[src/rtl/reg_ctrl_pkg.sv]
// Shared definitions for the register-load arbiter: FSM encoding, default
// sizes and a one-hot to index helper.
package reg_ctrl_pkg;

  localparam int DEF_WIDTH = 8;
  localparam int DEF_N_REQ = 4;

  typedef enum logic [1:0] {
    ST_IDLE   = 2'd0,
    ST_LOAD   = 2'd1,
    ST_WAIT   = 2'd2,
    ST_VERIFY = 2'd3
  } state_t;

  // Index of the set bit of a one-hot vector (up to 8 requesters).
  function automatic logic [2:0] onehot_to_idx(input logic [7:0] oh);
    logic [2:0] idx;
    idx = '0;
    for (int i = 0; i < 8; i++) begin
      if (oh[i]) idx = 3'(i);
    end
    return idx;
  endfunction

endpackage

[src/rtl/rr_select.sv]
// Combinational round-robin picker: the search starts one past the last
// owner and wraps; the first active request found wins.
module rr_select #(
  parameter int N_REQ = 4,
  parameter int IDX_W = $clog2(N_REQ)
) (
  input  logic [N_REQ-1:0] req,
  input  logic [IDX_W-1:0] last_owner,
  output logic [N_REQ-1:0] grant,
  output logic             valid
);

  logic [IDX_W-1:0] idx;

  // Walk the requesters in rotated order and keep the first hit.
  always_comb begin
    grant = '0;
    valid = 1'b0;
    idx   = '0;
    for (int off = 1; off <= N_REQ; off++) begin
      idx = IDX_W'((int'(last_owner) + off) % N_REQ);
      if (!valid && req[idx]) begin
        grant[idx] = 1'b1;
        valid      = 1'b1;
      end
    end
  end

endmodule

[src/rtl/reg_load_arbiter.sv]
// Round-robin arbiter that lets N_REQ requesters write a shared register,
// then reads it back and reports completion (and any readback mismatch).
// A transfer is IDLE -> LOAD -> WAIT -> VERIFY, four cycles end to end.
module reg_load_arbiter
  import reg_ctrl_pkg::*;
#(
  parameter int WIDTH = DEF_WIDTH,
  parameter int N_REQ = DEF_N_REQ
) (
  input  logic                   Clk,
  input  logic                   Reset,
  input  logic [N_REQ-1:0]       Req,
  input  logic [N_REQ*WIDTH-1:0] ReqData,
  output logic [N_REQ-1:0]       Grant,
  output logic [N_REQ-1:0]       Done,
  output logic                   Mismatch,
  output logic                   Busy,
  output logic [WIDTH-1:0]       RegDataIn,
  output logic                   RegLoad,
  input  logic [WIDTH-1:0]       RegDataOut
);

  localparam int IDX_W = $clog2(N_REQ);

  state_t             state_q, state_d;
  logic [IDX_W-1:0]   last_owner_q, last_owner_d;
  logic [WIDTH-1:0]   data_q, data_d;
  logic [N_REQ-1:0]   grant_q, grant_d;
  logic [N_REQ-1:0]   done_q, done_d;
  logic               mismatch_q, mismatch_d;
  logic               busy_q, busy_d;
  logic               load_q, load_d;

  logic [N_REQ-1:0]   sel_grant;
  logic               sel_valid;
  logic [IDX_W-1:0]   sel_idx;
  logic [WIDTH-1:0]   sel_data;
  logic [WIDTH-1:0]   masked_data [N_REQ];

  rr_select #(
    .N_REQ (N_REQ),
    .IDX_W (IDX_W)
  ) u_rr_select (
    .req        (Req),
    .last_owner (last_owner_q),
    .grant      (sel_grant),
    .valid      (sel_valid)
  );

  assign sel_idx = IDX_W'(onehot_to_idx(8'(sel_grant)));

  // Zero every data slice except the winner's so an OR-reduce picks it.
  for (genvar gi = 0; gi < N_REQ; gi++) begin : g_mask
    assign masked_data[gi] = sel_grant[gi] ? ReqData[gi*WIDTH +: WIDTH] : '0;
  end

  // OR-reduce the masked slices into the winner's write data.
  always_comb begin
    sel_data = '0;
    for (int i = 0; i < N_REQ; i++) begin
      sel_data = sel_data | masked_data[i];
    end
  end

  // Next-state and next-output logic; outputs are all registered so each
  // state's outputs are computed on the transition into it. The readback is
  // sampled during WAIT so Done/Mismatch can be presented from a flop in VERIFY.
  always_comb begin
    state_d      = state_q;
    last_owner_d = last_owner_q;
    data_d       = data_q;
    grant_d      = grant_q;
    busy_d       = busy_q;
    done_d       = '0;
    mismatch_d   = 1'b0;
    load_d       = 1'b0;
    case (state_q)
      ST_IDLE: begin
        if (sel_valid) begin
          state_d      = ST_LOAD;
          last_owner_d = sel_idx;
          data_d       = sel_data;
          grant_d      = sel_grant;
          busy_d       = 1'b1;
          load_d       = 1'b1;
        end
      end
      ST_LOAD: begin
        state_d = ST_WAIT;
      end
      ST_WAIT: begin
        state_d    = ST_VERIFY;
        done_d     = grant_q;
        mismatch_d = (RegDataOut != data_q);
      end
      ST_VERIFY: begin
        state_d = ST_IDLE;
        grant_d = '0;
        busy_d  = 1'b0;
      end
      default: begin
        state_d = ST_IDLE;
        grant_d = '0;
        busy_d  = 1'b0;
      end
    endcase
  end

  // State and output registers; reset aborts any transfer in flight.
  always_ff @(posedge Clk or negedge Reset) begin
    if (!Reset) begin
      state_q      <= ST_IDLE;
      last_owner_q <= IDX_W'(N_REQ - 1);
      data_q       <= '0;
      grant_q      <= '0;
      done_q       <= '0;
      mismatch_q   <= 1'b0;
      busy_q       <= 1'b0;
      load_q       <= 1'b0;
    end else begin
      state_q      <= state_d;
      last_owner_q <= last_owner_d;
      data_q       <= data_d;
      grant_q      <= grant_d;
      done_q       <= done_d;
      mismatch_q   <= mismatch_d;
      busy_q       <= busy_d;
      load_q       <= load_d;
    end
  end

  assign Grant     = grant_q;
  assign Done      = done_q;
  assign Mismatch  = mismatch_q;
  assign Busy      = busy_q;
  assign RegLoad   = load_q;
  assign RegDataIn = data_q;

endmodule

[config.mk]
export PLATFORM = sky130hd
export DESIGN_NAME = reg_load_arbiter
export DESIGN_NICKNAME = d
export VERILOG_FILES = /design/src/rtl/reg_ctrl_pkg.sv /design/src/rtl/rr_select.sv /design/src/rtl/reg_load_arbiter.sv
export SDC_FILE = /design/constraint.sdc
export NUM_CORES = 1
export LEC_CHECK = 0
export CAP_MARGIN = 20
export CELL_PAD_IN_SITES_DETAIL_PLACEMENT = 1
export CELL_PAD_IN_SITES_GLOBAL_PLACEMENT = 1
export CORE_ASPECT_RATIO = 0.75
export CORE_MARGIN = 1.5
export CORE_UTILIZATION = 35
export DETAILED_ROUTE_END_ITERATION = 6
export PLACE_DENSITY = 0.91
export REMOVE_ABC_BUFFERS = 1
export SLEW_MARGIN = 20
export SYNTH_ARGS = -nofsm -noshare
export SYNTH_HDL_FRONTEND = slang
export SYNTH_HIERARCHICAL = 1
export SYNTH_SLANG_ARGS = --single-unit
[constraint.sdc]
create_clock -name Clk -period 5.7 [get_ports Clk]
set_input_delay 1.14 -clock Clk [delete_from_list [all_inputs] [get_ports Clk]]
set_output_delay 1.14 -clock Clk [all_outputs]
set_load 0.02 [all_outputs]
Yosys cells after proc, flatten, opt, wreduce, memory -nomap -nowiden
Cells that the tools add are included.
{ "totals": {"wordCells": 86, "in_bits": 46, "reg_bits": 23, "output_inout_bits": 19} }
{ "op_classes": {"eq_ne": 5, "n_reduce_logical": 14, "order_cmp": 8, "mux": 41, "bitwise": 6, "add_sub_neg": 4} }
{ "op_table": {"columns": ["op", "n"], "rows": [
  ["$mux W8", 4],
  ["$mux W4", 6],
  ["$or A8 B8 Y8", 3],
  ["$mux W1", 17],
  ["$lt A2 B3 Y1 const B", 4],
  ["$or A4 B4 Y4", 3],
  ["$bmux W1 S2", 4],
  ["$demux W1 S2", 4],
  ["$ge A2 B1 Y1 const B", 4],
  ["$ne A8 B8 Y1", 1],
  ["$pmux W2 S4", 1],
  ["$pmux W4 S2", 1],
  ["$logic_and A1 B1 Y1", 7],
  ["$mux W2", 3],
  ["$add A2 B1 Y2 const B", 2],
  ["$add A2 B2 Y2 const B", 2],
  ["$eq A2 B2 Y1 const B", 2],
  ["$reduce_and A2 Y1", 2],
  ["$logic_not A1 Y1", 3],
  ["$eq A2 B1 Y1 const B", 1],
  ["$logic_not A2 Y1", 1],
  ["$ne A2 B2 Y1 const B", 1],
  ["$pmux W1 S2", 1],
  ["$reduce_bool A2 Y1", 1]
]} }

Depth between registers and ports, before layout
Gate-level depths: netlist of the first run.
{ "depth": {"ltp_word": 17, "ltp_mapped": 10, "ltp_nobuf": 9} }

Modules after synthesis
Netlist of the first run, hierarchy kept.
{ "modules_own_cells": {"columns": ["module", "seq_area_each_um2", "area_per_inst_um2", "instances", "cells_each"], "rows": [
  ["reg_load_arbiter", 578.1, 1271.2, 1, 115],
  ["rr_select", 0.0, 415.4, 1, 48]
]} }

Worst setup path before layout of the first run
No wires, ideal clock.
{ "synth_path": {"path_type": "input port to flip-flop", "startpoint": "input Req[3]", "endpoint": "register data_q[0] (netlist: RegDataIn[0])", "path_stages": 7, "setup_time_ns": 0.081, "n_path_buf": 1, "arrival_time_ns": 2.670, "slack_ns": 2.948, "required_time_ns": 5.619, "path_cell_list": "or3b_1 a2111o_1 nand3_2 a221o_1 buf_1 a22oi_1 a31oi_2"} }
{ "synth_between": {"elab_chain_len": 16, "elab_cells_between_ends": 33, "classes_between": "20 x mux; 6 x bitwise; 7 x reduce/logical"} }
{ "synth_rtl": {"columns": ["item", "line_no", "source"], "rows": [
  ["from (decl)", "reg_load_arbiter.sv:12", "input logic [N_REQ-1:0] Req,"],
  ["$bmux W1 S2", "rr_select.sv:22", "if (!valid && req[idx]) begin"],
  ["$mux W1 (implied by the code)", "rr_select.sv:22", null],
  ["$mux W1", "rr_select.sv:22", null],
  ["$logic_not A1 Y1", "rr_select.sv:22", null],
  ["$logic_and A1 B1 Y1", "rr_select.sv:22", null],
  ["$mux W1", "rr_select.sv:22", null],
  ["$logic_not A1 Y1", "rr_select.sv:22", null],
  ["$logic_and A1 B1 Y1", "rr_select.sv:22", null],
  ["$mux W1", "rr_select.sv:22", null],
  ["$logic_not A1 Y1", "rr_select.sv:22", null],
  ["$logic_and A1 B1 Y1", "rr_select.sv:22", null],
  ["$mux W4 *", "rr_select.sv:22", null],
  ["named net sel_grant[0]", "reg_load_arbiter.sv:34", "logic [N_REQ-1:0] sel_grant;"],
  ["$mux W8 *", "reg_load_arbiter.sv:54", "assign masked_data[gi] = sel_grant[gi] ? ReqData[gi*WIDTH +: WIDTH] : '0;"],
  ["$or A8 B8 Y8 * (3 in series)", "reg_load_arbiter.sv:61", "sel_data = sel_data | masked_data[i];"],
  ["to (signal assigned)", "reg_load_arbiter.sv:123", "data_q <= data_d;"],
  ["to (decl)", "reg_load_arbiter.sv:27", "logic [WIDTH-1:0] data_q, data_d;"]
]} }
The timed path passes the listed nets; every way through them passes the cells marked *. The select of a mux whose other input is x is not followed.
A chain may end at the register's enable or synchronous reset.

Worst setup path after layout of the first run
{ "layout_path": {"startpoint": "input Req[1]", "endpoint": "register data_q[0] (netlist: RegDataIn[0])"} }
Same word-level chain as after synthesis.

==> results.toml, run 1 <==
[status]
outcome = "finished clean"

[yosys]
seq_area_frac_synth = 0.343
synth_area_sq_um = 1690
synth.distinct_cells = 40
synthAdderAreaFrac = 0.0890
syn_avg_cell_area_sq_um = 10.3
ys_seq_elements = 23
synth_compound_area_frac = 0.217
synth_xor_area_frac = 0.0415
syn_inst = 163
synthMuxAreaShare = 0.0853
synth_top_family_by_area = "compound AO/OA/AOI/OAI gates"
synth-simple-area-share = 0.157
ys_warn_count = 6

[detailed_routing]
ant_nets = 0
first_pass_iters = 4
dr.first_iter.drc_count = 48
drc_errors = 0
drt_wl_total_um = 5030
avgViaCountPerCell = 5.29
routed-via-count = 1482
routedWlPerCell_um = 17.9

[worst_setup_path]
r2r-start = "last_owner_q[0]"
path_class = "primary input to flop"
cpMaxStageDelayCell = "clkdlybuf4s50_1"
worstPathRequired_ns = 5.89
critPathLaunchType = "primary input"
r2r-end = "RegDataIn[0]"
crit_chain = "clkdlybuf4s50_1 > or3b_1 > a2111o_1 > nand3_2 > a221o_1 > a22oi_1 > a31oi_2"
regToRegSetupSlack_ns = 2.45
crit_fanout = 10
cp_data_arrival_time_ns = 3.56
max_stage_delay_ns = 0.60
endpoint_kind = "flop"
r2r_cells = 8

[floorplan]
die_area_sq_um = 5250
core_area_sq_um = 4550
pin_count = 65
die_x_um = 83.2
fp-row-count = 21
start_util = 0.371
die_h_um = 63.1

[finish]
drive_above_1_share = 0.139
nFillCells = 516
final_common_cell = "clkdlybuf4s50_1"
area.growth.synth_to_final_pct = 40.3
n_antenna_cell = 0
nets = 282
layout_common_cells = "63 x clkdlybuf4s50_1, 21 x dfrtp_1, 16 x a22oi_1"

[clock_tree]
cts_tree = "done"
post_cts_buffers = 0
worstSkewPairLatency_ns = 0.27
clk_path_buf_depth = 2
cts_resized = 0
cts_root_buf = "clkbuf_8"
clk_pin_slew_ns = 0.08
holdBufCountCts = 0
cts_sinks = 23
htree_levels = 1
cts_buffers = 3

[global_route]
grt_pass1_vias = 1623
antenna_found_initial = 0
grt_pass1_wl_um = 8230
gr-total-overflow = 0
track_usage = 0.197
grt_max_degree = 24

[sta]
holdWs_ns = 0.533
drv_slew = 0
rsz0062_at_grt = "no"
min_period_ns = 3.38
fin_crit_sh = 0.592
hold_viol = 0
finalSetupViolations = 0
max_freq_mhz = 296
relSlewSlack = 0.635
worstMarginPinSlew_ns = 0.542
fin_ws_ns = 2.32
fin_tns_setup_ns = 0
finalClockSkew_ns = 0.00229

[min_path]
holdCritPathClass = "flop to flop"
hold_path_depth = 2
min_from = "Busy"
worstHoldEndpoint = "Busy"

[place]
io_buffers = 64
pre_cts_slack_ns = 2.07
place_congestion = 0.774
dp_hpwl_um = 3850

[power]
p_per_area_nw_per_um2 = 510
irDropWorstVdd_v = 0.000216
p_leak_nw = 0.963

[run]
max_cap_viol_count = 0
[per-layer routing]
| metal | part of all wire | global-route usage | vias to the layer above |
|---|---|---|---|
| li1 | - | - | 711 |
| met1 | 0.47 | 0.249 | 724 |
| met2 | 0.48 | 0.355 | 42 |
| met3 | 0.040 | 0.0393 | 5 |
| met4 | 0.0046 | 0.0354 | 0 |
| met5 | 0 | 0 | - |
[worst max-delay path by stage]
stage               startpoint      endpoint  slack [ns]  depth (start not counted)
floorplan               Req[3]  RegDataIn[1]        2.97                          6
global placement        Req[1]  RegDataIn[1]        2.24                          7
detailed placement      Req[1]  RegDataIn[0]        2.07                          7
CTS                     Req[1]  RegDataIn[0]        2.35                          7
global route            Req[2]  RegDataIn[5]        2.21                          7
finish                  Req[1]  RegDataIn[0]        2.32                          7
[cells in the mapped netlist]
cell type   n  share of area
nand4_1     2         0.0074
nand2_2     1         0.0037
o21ai_0     2         0.0059
dfrtp_1    21           0.31
nor2b_4     1         0.0082
buf_12      1          0.012
o21ai_2     1         0.0052
nor4_1      2         0.0074
buf_2       3         0.0089
a2111o_1    1         0.0067
dfstp_2     2          0.031
xor2_1      8          0.042
nor3_1      2         0.0059
clkinv_4    1         0.0052
a21boi_1    1         0.0045
a21oi_1     5          0.015
nor2_2      8          0.030
nor2_1      2         0.0045
mux2_2      2          0.013
nor4b_1     1         0.0052
a21oi_2     1         0.0052
mux2i_1     8          0.047
and2b_1     4          0.018
nand2_1    13          0.029
nand3b_1    1         0.0045
nand2b_1    2         0.0074
a221o_1     4          0.024
inv_1       9          0.020
a31oi_2     8          0.059
buf_6       3          0.020
mux2_4      1         0.0089
nand3_2     1         0.0059
o2111ai_1   1         0.0052
a22oi_1    16          0.071
o21ai_1     5          0.015
or3b_1      1         0.0052
ha_1       12          0.089
and2_1      4          0.015
mux4_1      1          0.016
buf_1       1         0.0022
[worst max-delay path: cells and delay by family]
family / cells / cell delay [ns]
buffers and inverters: 1 / 0.60
AO/OA/AOI/OAI: 4 / 1.32
AND/OR/NAND/NOR: 2 / 0.49
[state kept, by name, indices dropped and copies added, names as in the netlist]
name / count
RegDataIn: 8
Done: 4
Grant: 4
last_owner_q: 2
state_q: 2
Busy: 1
Mismatch: 1
RegLoad: 1
[through the flow]
step	instance area [sq um]	power, mW	instances	util
finish	2370	1.21	280	0.521
floorplan	1610	0.826	155	-
global placement	2330	1.07	276	0.512
detailed placement	2330	1.11	276	0.512
CTS	2370	1.22	280	0.522
global route	2370	1.30	280	0.521
[cells by family (layout without fill, tap and decap cells)]
family / count (synthesis) / count (layout)
AOI/OAI and AO/OA: 45 / 45
and+or+nand+nor: 45 / 45
DFF: 23 / 23
buffers and inverters: 18 / 78
adders and majority gates: 12 / 12
muxes: 12 / 12
xor gates and xnor gates: 8 / 8
[area by class of cell]
type / instances / area (sq um) / area share
Clock buffer: 4 / 45.0 / 0.0190
Tap cell: 57 / 71.3 / 0.0301
Timing Repair Buffer: 64 / 636 / 0.269
Multi-Input combinational cell: 122 / 993 / 0.420
Sequential cell: 23 / 578 / 0.244
Inverter: 10 / 42.5 / 0.0180
[power by group]
| group | internal, mW | total [mW] | leakage, nW | switching (mW) |
|---|---|---|---|---|
| Sequential | 0.239 | 0.319 | 0.282 | 0.0800 |
| Clock | 0.0499 | 0.103 | 0.0228 | 0.0532 |
| Combinational | 0.352 | 0.786 | 0.658 | 0.434 |
| Total | 0.641 | 1.21 | 0.963 | 0.567 |
Power figures use the tool's default switching activity.
==> inputs of run 2 (changes only) <==
--- a/config.mk
+++ b/config.mk
@@ -10,9 +10,9 @@
 export CELL_PAD_IN_SITES_GLOBAL_PLACEMENT = 1
 export CORE_ASPECT_RATIO = 0.75
 export CORE_MARGIN = 1.5
-export CORE_UTILIZATION = 35
+export CORE_UTILIZATION = 30
 export DETAILED_ROUTE_END_ITERATION = 6
-export PLACE_DENSITY = 0.91
+export PLACE_DENSITY = 0.83
 export REMOVE_ABC_BUFFERS = 1
 export SLEW_MARGIN = 20
 export SYNTH_ARGS = -nofsm -noshare
==> constraint.sdc (replaced) <==
create_clock -name Clk -period 2.9 [get_ports Clk]
set_input_delay 0.58 -clock Clk [delete_from_list [all_inputs] [get_ports Clk]]
set_output_delay 0.58 -clock Clk [all_outputs]
set_load 0.02 [all_outputs]
==> run 2 against run 1 <==
Effect of this change: via count is 0.54% higher; first-iteration DRC count is 13% higher; final area is 4.1% higher; final cell count is 9.6% higher; combinational power is 110% higher; clock power is 97% higher; critical endpoint is now RegDataIn[7]; clock-buffer cell count is 1 lower; largest power group unchanged.
==> results.toml, run 2 (same netlist as run 1, synthesis figures left out) <==
[status]
outcome = "finished clean"

[place]
place_inst = 303
dp_hpwl_um = 3780
post_dp_cell_area_sq_um = 2420
place_congestion = 0.798
io_buffers = 64

[global_route]
grt_pass1_vias = 1511
grt_max_degree = 24
grt_pass1_wl_um = 7400
antenna_found_initial = 0
gr-total-overflow = 0
track_usage = 0.159

[min_path]
holdCritPathClass = "flop to flop"

[worst_setup_path]
worstPathRequired_ns = 3.09
critPathLaunchType = "flop"
endpoint_kind = "flop"
path_class = "flop to flop"
cp_data_arrival_time_ns = 2.94
crit_fanout = 10

[clock_tree]
clk_pin_slew_ns = 0.09
worstSkewPairLatency_ns = 0.27
post_cts_buffers = 0
cts_tree = "done"
cts_buffers = 3
htree_levels = 1
cts_root_buf = "clkbuf_8"
cts_sinks = 23
cts_resized = 0
holdBufCountCts = 0
clk_path_buf_depth = 2

[sta]
min_period_ns = 2.75
relSlewSlack = 0.698
worstMarginPinSlew_ns = 0.453
fin_crit_sh = 0.947
finalClockSkew_ns = 0.00601
finalSetupViolations = 0
drv_slew = 0
max_freq_mhz = 364
rsz0062_at_grt = "no"
hold_viol = 0

[power]
irDropWorstVdd_v = 0.000298
switching_share = 0.462
p_per_area_nw_per_um2 = 995
combPwrFrac = 0.678
p_clk_frac = 0.083
p_leak_nw = 1.01
p_sw_mw = 1.13
p_int_mw = 1.32
p_seq_frac = 0.239

[finish]
layoutNonFillerInstCount = 307
area.growth.synth_to_final_pct = 46.1
drive_above_1_share = 0.177
final_common_cell = "clkdlybuf4s50_1"
nets = 291
fin_area_sq_um = 2460
largest_register_ffs = 8
n_antenna_cell = 0
layout_common_cells = "64 x clkdlybuf4s50_1, 21 x dfrtp_1, 16 x a22oi_1"

[detailed_routing]
routedWlPerCell_um = 15.8
first_pass_iters = 4
drc_errors = 0
drt_wl_total_um = 4860
ant_nets = 0
dr.first_iter.drc_count = 54
routed-via-count = 1490
avgViaCountPerCell = 4.85

[floorplan]
die_x_um = 89.6
die_h_um = 67.9
fp-row-count = 23
core_area_sq_um = 5380
pin_count = 65
die_area_sq_um = 6090
start_util = 0.313

[run]
max_cap_viol_count = 0
## run 2: final timing paths
path	start	to	slack, ns	cells past startpoint
min in group asynchronous	Reset	Done[1]	0.66	2
worst max register to register	last_owner_q[1]	RegDataIn[7]	0.15	8
max in group asynchronous	Reset	last_owner_q[1]	1.96	2
worst min register to register	Busy	Busy	0.53	2
worst min-delay path	Busy	Busy	0.53	2
worst max-delay path	last_owner_q[1]	RegDataIn[7]	0.15	8
## run 2: critical path, cell delays in order (launching register included)
cell and delay [ns]:
dfstp_2 0.54, inv_1 0.05, ha_1 0.39, mux2i_1 0.26, o2111ai_1 0.13, o21ai_1 0.36
a221o_1 0.51, a22oi_1 0.20, a31oi_2 0.22
## run 2: final cells by class
cell class	instances	area, sq um
fill	610	2920
tap	75	93.8
sequential	23	578
inverter	10	42.5
clock buffer	3	41.3
multi-input combinational	122	995
clock inverter	1	5.00
timing repair buffer	73	708
## run 2: stage by stage
step / setup TNS, ns / hold WS (ns) / util / total power, mW / setup slack, ns
after floorplan: 0 / 0.284 / - / 1.62 / 0.338
after global placement: 0 / 0.510 / 0.449 / 2.19 / 0.0323
after detailed placement: -0.620 / 0.517 / 0.449 / 2.26 / -0.112
after CTS: 0 / 0.538 / 0.458 / 2.47 / 0.00352
after global routing: 0 / 0.568 / 0.458 / 2.64 / 0.0110
final: 0 / 0.533 / 0.458 / 2.45 / 0.153
## run 2: routing by layer
| metal | track usage | part of all wire | vias to the layer above |
|---|---|---|---|
| met1 | 0.213 | 0.46 | 715 |
| li1 | - | - | 728 |
| met3 | 0.0314 | 0.063 | 4 |
| met4 | 0.0288 | 0.0089 | 0 |
| met5 | 0 | 0 | - |
| met2 | 0.271 | 0.47 | 43 |
## run 2: power by group through the flow
stage / sequential (mW) / combinational, mW / clock [mW]
6_report: 0.586 / 1.66 / 0.203
5_1_grt: 0.603 / 1.82 / 0.220
4_1_cts: 0.585 / 1.67 / 0.208
3_5_place_dp: 0.592 / 1.67 / 0
3_3_place_gp: 0.589 / 1.60 / 0
2_1_floorplan: 0.724 / 0.901 / 0
